**config.mk**
```make
export PLATFORM = sky130hd
export DESIGN_NAME = ysyx_23060191_ifid_queue
export DESIGN_NICKNAME = d
export VERILOG_FILES = /design/src/rtl/ysyx_23060191_ifid_queue.sv
export SDC_FILE = /design/constraint.sdc
export NUM_CORES = 1
export LEC_CHECK = 0
export ABC_AREA = 1
export CORE_MARGIN = 4
export CORE_UTILIZATION = 43
export CTS_CLUSTER_SIZE = 14
export DETAILED_ROUTE_END_ITERATION = 8
export GPL_TIMING_DRIVEN = 1
export PLACE_DENSITY = 0.75
export SLEW_MARGIN = 0
export SYNTH_ARGS = -nofsm -noshare
export SYNTH_HDL_FRONTEND = slang
export SYNTH_SLANG_ARGS = --single-unit
export TNS_END_PERCENT = 10
```
**constraint.sdc**
```tcl
create_clock -name clk -period 6 [get_ports clk]
set_clock_uncertainty 0.1 [all_clocks]
set_input_delay 0.6 -clock clk [delete_from_list [all_inputs] [get_ports clk]]
set_output_delay 0.6 -clock clk [all_outputs]
set_load 0.01 [all_outputs]
```
**src/rtl/ysyx_23060191_ifid_queue.sv**
```systemverilog
// -----------------------------------------------------------------------------
// ysyx_23060191_ifid_queue
//
// Decoupling FIFO between the instruction fetch unit (IFU) and the decode unit
// (IDU). It buffers {pc, inst} pairs so that fetch and decode can stall
// independently. A flush input empties the queue when a jump redirect is taken.
//
// Ports:
//   clk        system clock; all state updates on the rising edge
//   rstn       asynchronous active-low reset
//   in_valid   IFU presents a fetched instruction
//   in_ready   queue can accept an entry this cycle (depends on occupancy only)
//   in_pc      PC of the fetched instruction
//   in_inst    fetched instruction word
//   out_valid  head entry is valid for the IDU
//   out_ready  IDU consumes the head entry this cycle
//   out_pc     PC of the head entry (0 while empty)
//   out_inst   instruction of the head entry (NOP while empty)
//   flush      jump redirect; discards every buffered entry
//   count      current occupancy, 0..DEPTH
//
// DEPTH must be a power of two and at least 2, so that the pointers wrap
// naturally at their bit width.
// -----------------------------------------------------------------------------
module ysyx_23060191_ifid_queue #(
  parameter int XLEN  = 32,
  parameter int DEPTH = 2,
  parameter int CNT_W = $clog2(DEPTH) + 1
) (
  input  logic             clk,
  input  logic             rstn,
  input  logic             in_valid,
  output logic             in_ready,
  input  logic [XLEN-1:0]  in_pc,
  input  logic [XLEN-1:0]  in_inst,
  output logic             out_valid,
  input  logic             out_ready,
  output logic [XLEN-1:0]  out_pc,
  output logic [XLEN-1:0]  out_inst,
  input  logic             flush,
  output logic [CNT_W-1:0] count
);

  localparam int              PTR_W    = $clog2(DEPTH);
  // addi x0, x0, 0 : what decode sees while the queue is empty
  localparam logic [XLEN-1:0] NOP_INST = XLEN'(32'h0000_0013);
  localparam logic [CNT_W-1:0] FULL_CNT = CNT_W'(DEPTH);

  // Storage; contents are don't-care until written, so no reset is applied.
  logic [XLEN-1:0] mem_pc   [DEPTH];
  logic [XLEN-1:0] mem_inst [DEPTH];

  logic [PTR_W-1:0] rd_ptr_reg, rd_ptr_next;
  logic [PTR_W-1:0] wr_ptr_reg, wr_ptr_next;
  logic [CNT_W-1:0] count_reg,  count_next;

  logic push;
  logic pop;

  // Full/empty come only from the occupancy count; pointers alone are
  // ambiguous when they are equal.
  assign in_ready  = (count_reg != FULL_CNT);
  assign out_valid = (count_reg != '0);
  assign count     = count_reg;

  // Flush suppresses both handshakes so that the discarded beat is not
  // counted as consumed by either side.
  assign push = in_valid  & in_ready  & ~flush;
  assign pop  = out_valid & out_ready & ~flush;

  always_comb begin
    rd_ptr_next = rd_ptr_reg;
    wr_ptr_next = wr_ptr_reg;
    count_next  = count_reg;
    if (flush) begin
      rd_ptr_next = '0;
      wr_ptr_next = '0;
      count_next  = '0;
    end else begin
      if (push) wr_ptr_next = wr_ptr_reg + PTR_W'(1);
      if (pop)  rd_ptr_next = rd_ptr_reg + PTR_W'(1);
      case ({push, pop})
        2'b10:   count_next = count_reg + CNT_W'(1);
        2'b01:   count_next = count_reg - CNT_W'(1);
        default: count_next = count_reg;
      endcase
    end
  end

  always_ff @(posedge clk or negedge rstn) begin
    if (!rstn) begin
      rd_ptr_reg <= '0;
      wr_ptr_reg <= '0;
      count_reg  <= '0;
    end else begin
      rd_ptr_reg <= rd_ptr_next;
      wr_ptr_reg <= wr_ptr_next;
      count_reg  <= count_next;
    end
  end

  always_ff @(posedge clk) begin
    if (push) begin
      mem_pc[wr_ptr_reg]   <= in_pc;
      mem_inst[wr_ptr_reg] <= in_inst;
    end
  end

  // Head entry is read straight from storage; a write lands one edge before
  // it can become the head, so there is no input-to-output bypass.
  assign out_pc   = out_valid ? mem_pc[rd_ptr_reg]   : '0;
  assign out_inst = out_valid ? mem_inst[rd_ptr_reg] : NOP_INST;

endmodule
```
# After elaboration in Yosys (flattened, before gate mapping)
# Memories as Yosys holds them, arrays and structs flattened.
# Index checks and enable logic that the tools add are counted.
# word_totals
ff_bits	4
latch_bits	0
ramBits	128
mem_bits_ro	0
in_bits	69
out_inout_bits	68
wordCells	31
memories	2
# op_classes
n_addsub	4
n_mul	0
n_div	0
magnitude_cmp	0
eq_ne	3
shift	0
muxes	10
n_bitwise	5
reduce_logical	4
# memory_table
memory	words	width	read_ports	rd_ports_with_merged_regs	wr	line_no	text
mem_inst	2	32	1	0	1	51	logic [XLEN-1:0] mem_inst [DEPTH];
mem_pc	2	32	1	0	1	50	logic [XLEN-1:0] mem_pc [DEPTH];
# ops
operator	count
$mux 32	2
$mux 1	6
$reduce_bool 2->1	3
$and 1x1->1	4
$pmux 2 s2	1
$reduce_bool 3->1	1
$add 1x1->1 const B	2
$add 2x1->2 const B	1
$eq 2x1->1 const B	1
$eq 2x2->1 const B	1
$mux 2	1
$ne 2x2->1 const B	1
$sub 2x1->2 const B	1
$not 1->1	1

# Logic depth before layout (Yosys ltp)
# depth
word_depth	6
ltp_mapped	9
ltp_nobuf	9

# Least setup slack after synthesis
# OpenSTA, ideal clock, no wires.
# synth_timing
path_kind	reg2reg
from	reg count_reg[0] (netlist: count[0])
to	mem mem_inst[1][0] (enable)
arrival_ns	5.092
required_ns	5.335
path_slack_ns	0.243
path_stages_with_launch	5
path_cell_list	dfrtp_1 -> inv_2 -> nand2_2 -> nand2_4 -> nor3_1
# synth_between
elab_chain_cells	5
# synth_rtl
item	line_no	text
start: declaration	55	logic [CNT_W-1:0] count_reg, count_next;
start signal: assignment	98	count_reg <= count_next;
$ne 2x2->1	62	assign in_ready = (count_reg != FULL_CNT);
named net in_ready	33	output logic in_ready,
$and 1x1->1 (2 in a row)	68	assign push = in_valid & in_ready & ~flush;
$mux 1	103	if (push) begin
$mux 1 (not written as such)	105	mem_inst[wr_ptr_reg] <= in_inst;
end: declaration	51	
# The timed path passes the listed nets, and every way through them passes these cells.

# Final worst setup path
# layout_timing
from	reg rd_ptr_reg
to	out out_inst[20]
# layout_between
elab_chain_cells	2
# layout_rtl
item	line_no	text
start: declaration	53	logic [PTR_W-1:0] rd_ptr_reg, rd_ptr_next;
start signal: assignment	96	rd_ptr_reg <= rd_ptr_next;
$mem_v2 2x32	-	
$mux 32	112	assign out_inst = out_valid ? mem_inst[rd_ptr_reg] : NOP_INST;
end: declaration	39	output logic [XLEN-1:0] out_inst,
# No other way between the ends.

==> reports/qor.yml <==
global_route:
  overall_overflow_remaining_after_global_route: 0
  wire_length_of_the_first_global_routing_pass_um: 16920
  number_of_antenna_violations_at_the_first_check_in_global_routing: 0
  number_of_global_route_vias_before_repair: 3472
  grt_util_all_layers_pct: 16.54
  grt_start_max_net_pins: 67
worst_setup_path:
  crit_path_max_fanout: 66
  path_cells: "buf_4, inv_2, nand2_1, a21oi_1, clkdlybuf4s50_1"
  worst_path_cell_with_the_longest_stage_delay: "sky130_fd_sc_hd__inv_2"
  crit_end: "out_inst[20]"
  setup.reg_to_reg.worst_slack_ns: 3.76
  r2r.worst_path.cells: 8
  critical_path.endpoint_type: "output port"
  crit_path_start: "rd_ptr_reg$_DFFE_PN0P_"
  critPathLaunchType: "flip-flop"
  r2r_end: "count[1]$_DFFE_PN0P_"
  critical_path_required_ns: 5.30
  cp_slowest_stage_delay_ns: 0.92
  crit-reg2reg-launch: "count[0]$_DFFE_PN0P_"
  timing_worst_setup_path_type: "reg -> out"
  worst_ep_arrival_time_ns: 3.03
timing:
  setup_viol: 0
  worst_pin_slew_ns: 1.136
  grt_setup_unrepaired: "no"
  slew_headroom_pct: 24.16
  hold_violations: 0
  timing.final.max_slew_violations: 0
  setup_slack_ns: 2.269
  finalHoldWorstSlack_ns: 0.3054
  finalCritPeriodShare_pct: 62.19
  finalCriticalPeriod_ns: 3.731
  achievable_freq_ghz: 0.2680
  post_route_setup_tns_ns: 0
layout:
  fillCellCount: 906
  design_area_um2: 7141
  final_layout_size_suffix_gt1_share_pct: 8.614
  num-nets-final: 590
  n_antenna_cell: 0
  area_growth_pct: 41.72
yosys:
  synth_cells: 381
  synth-seq-area-share_pct: 78.27
  synth_enable_flop_cells: 128
  synth_top_cells_by_area: "sky130_fd_sc_hd__edfxtp_1 (76%), sky130_fd_sc_hd__nand2_1 (10%), sky130_fd_sc_hd__a21oi_1 (6.1%)"
  synthMostInstantiatedCell: "sky130_fd_sc_hd__nand2_1"
  synthMuxAreaShare_pct: 0
  synth.ff_latch_count: 132
  share_of_yosys_cell_area_claimed_by_the_top_area_cell_type_pct: 76.29
  mappedNetlistNets: 450
  synthTopCellsByCount: "sky130_fd_sc_hd__nand2_1 (139), sky130_fd_sc_hd__edfxtp_1 (128), sky130_fd_sc_hd__a21oi_1 (61), sky130_fd_sc_hd__buf_2 (18), sky130_fd_sc_hd__inv_1 (8)"
  syn_avg_cell_area_um2: 13.22
  postSynth.asyncResetShare_pct: 3.030
  synth_compound_area_share_pct: 6.432
  dominant_cell_type_by_area_after_synthesis: "sky130_fd_sc_hd__edfxtp_1"
  synthesis.yosys.warnings: 0
  synth_area_um2: 5039
  synthFlopType: "sky130_fd_sc_hd__edfxtp_1"
  synthDistinctLibCells: 19
  yosys.area_share.xor_xnor_pct: 0
  synth_top_family_by_area: "simple AND/OR/NAND/NOR gates"
  synth_fa_ha_area_share_pct: 0
  synth_simple_gate_area_share_pct: 12.69
place:
  post-dp-hpwl_um: 6658
  portBuffers: 136
  gp_routability_congestion: 0.7637
  instance_area_at_placement_um2: 6525
  detailedPlace.worstSlack_ns: 2.684
route:
  vias_per_cell: 4.888
  post-route-drc-count: 0
  route.vias.total: 3309
  drt_iter0_markers: 158
  totalWireLength_um: 10720
  routedWlPerCell_um: 15.83
  drt.antenna.violating_nets: 0
  first_pass_iters: 4
status:
  status: "complete, no violations"
floorplanning:
  chipWidth_um: 116.3
  core_footprint_um2: 11470
  starting_density_pct: 43.94
  fp.dieArea_um2: 13510
  num_io_pins: 137
  core.rowCount: 39
  die_h_um: 116.3
min_path:
  worst_hold_path_type: "in -> async"
power:
  power-per-cell-area_nw_per_um2: 457.3
  static-leakage-power_nw: 2.549
  peakVddDrop_uv: 219.3
clock_network:
  clkSlewWorstSetupHoldPaths_ns: 0.05
  ctsHtreeMaxLevel: 4
  clock_tree_from_tritoncts: "built"
  cts.sinks: 132
  post_cts_resized: 0
  clockBufferDepth: 2
  clk-insertion-delay-late_ns: 0.40
  cts.repair_timing.setup_buffer_count: 0
  cts.root.buffer_cell: "sky130_fd_sc_hd__clkbuf_16"
  cts_buffers: 17
  cts_hold_buf: 0
flow_run:
  max_cap_viol_count: 0
## where the power goes
part           internal, mW  switching, mW  leakage [nW]
Combinational         0.496          0.566          1.03
Clock                 0.694          0.368         0.293
Sequential             1.11         0.0299          1.22
## how the worst min path moves through the flow
stage / startpoint / end / slack, ns / cells after the start
floorplan: rstn / count[0]$_DFFE_PN0P_ / 0.20 / 0
global placement: wr_ptr_reg$_DFFE_PN0P_ / wr_ptr_reg$_DFFE_PN0P_ / 0.44 / 2
detailed placement: wr_ptr_reg$_DFFE_PN0P_ / wr_ptr_reg$_DFFE_PN0P_ / 0.53 / 2
CTS: rstn / wr_ptr_reg$_DFFE_PN0P_ / 0.30 / 1
global route: rstn / wr_ptr_reg$_DFFE_PN0P_ / 0.31 / 1
finish: rstn / count[0]$_DFFE_PN0P_ / 0.31 / 1
## final cells by class
cell class	instances	area (um^2)	share of cell area, %
Timing Repair Buffer	141	1399	19.59
Clock buffer	19	432.9	6.063
Sequential cell	132	3945	55.25
Clock inverter	13	182.7	2.558
Multi-Input combinational cell	220	968.4	13.56
Inverter	9	33.78	0.4731
Tap cell	143	178.9	2.506
## critical path: cells and delay by family (launching register included)
kind                   cells  cell delay [ns]
buffers and inverters      3             1.85
flip-flops                 1             0.38
AND/OR/NAND/NOR            1             0.11
AO/OA/AOI/OAI              1             0.26
## placed cells by master, fill, tap and decap left out, types with 2 or more instances in the layout
cell type and n:
sky130_fd_sc_hd__a21oi_1 61, sky130_fd_sc_hd__buf_4 5, sky130_fd_sc_hd__bufinv_16 4, sky130_fd_sc_hd__clkbuf_1 2, sky130_fd_sc_hd__clkbuf_16 17, sky130_fd_sc_hd__clkdlybuf4s50_1 136
sky130_fd_sc_hd__clkinv_1 2, sky130_fd_sc_hd__clkinv_4 3, sky130_fd_sc_hd__clkinvlp_4 2, sky130_fd_sc_hd__dfrtp_1 3, sky130_fd_sc_hd__edfxtp_1 128, sky130_fd_sc_hd__inv_1 6
sky130_fd_sc_hd__inv_2 3, sky130_fd_sc_hd__nand2_1 139, sky130_fd_sc_hd__nand2_2 3, sky130_fd_sc_hd__nand3_1 4, sky130_fd_sc_hd__nor2_1 3, sky130_fd_sc_hd__nor3_1 2
## per-layer routing
layer / global-route usage (%) / vias up / part of all wire [%]
met2: 28.68 / 111 / 52
li1: - / 1616 / -
met1: 19.59 / 1574 / 41
met3: 5.440 / 8 / 6.4
met4: 5.104 / 0 / 0.85
met5: 0 / - / 0
## cells by family after synthesis
group | after synthesis
flops | 132
simple gates | 156
compound gates | 64
buf+inv | 29
## through the flow
step                      total power, mW  instances  util [%]
after floorplan                     1.666        381         -
after global placement              2.221        645     56.90
after detailed placement            2.236        645     56.90
after CTS                           3.307        677     62.27
after global routing                3.449        677     62.27
final                               3.265        677     62.27
(Power assumes the default switching activity.)
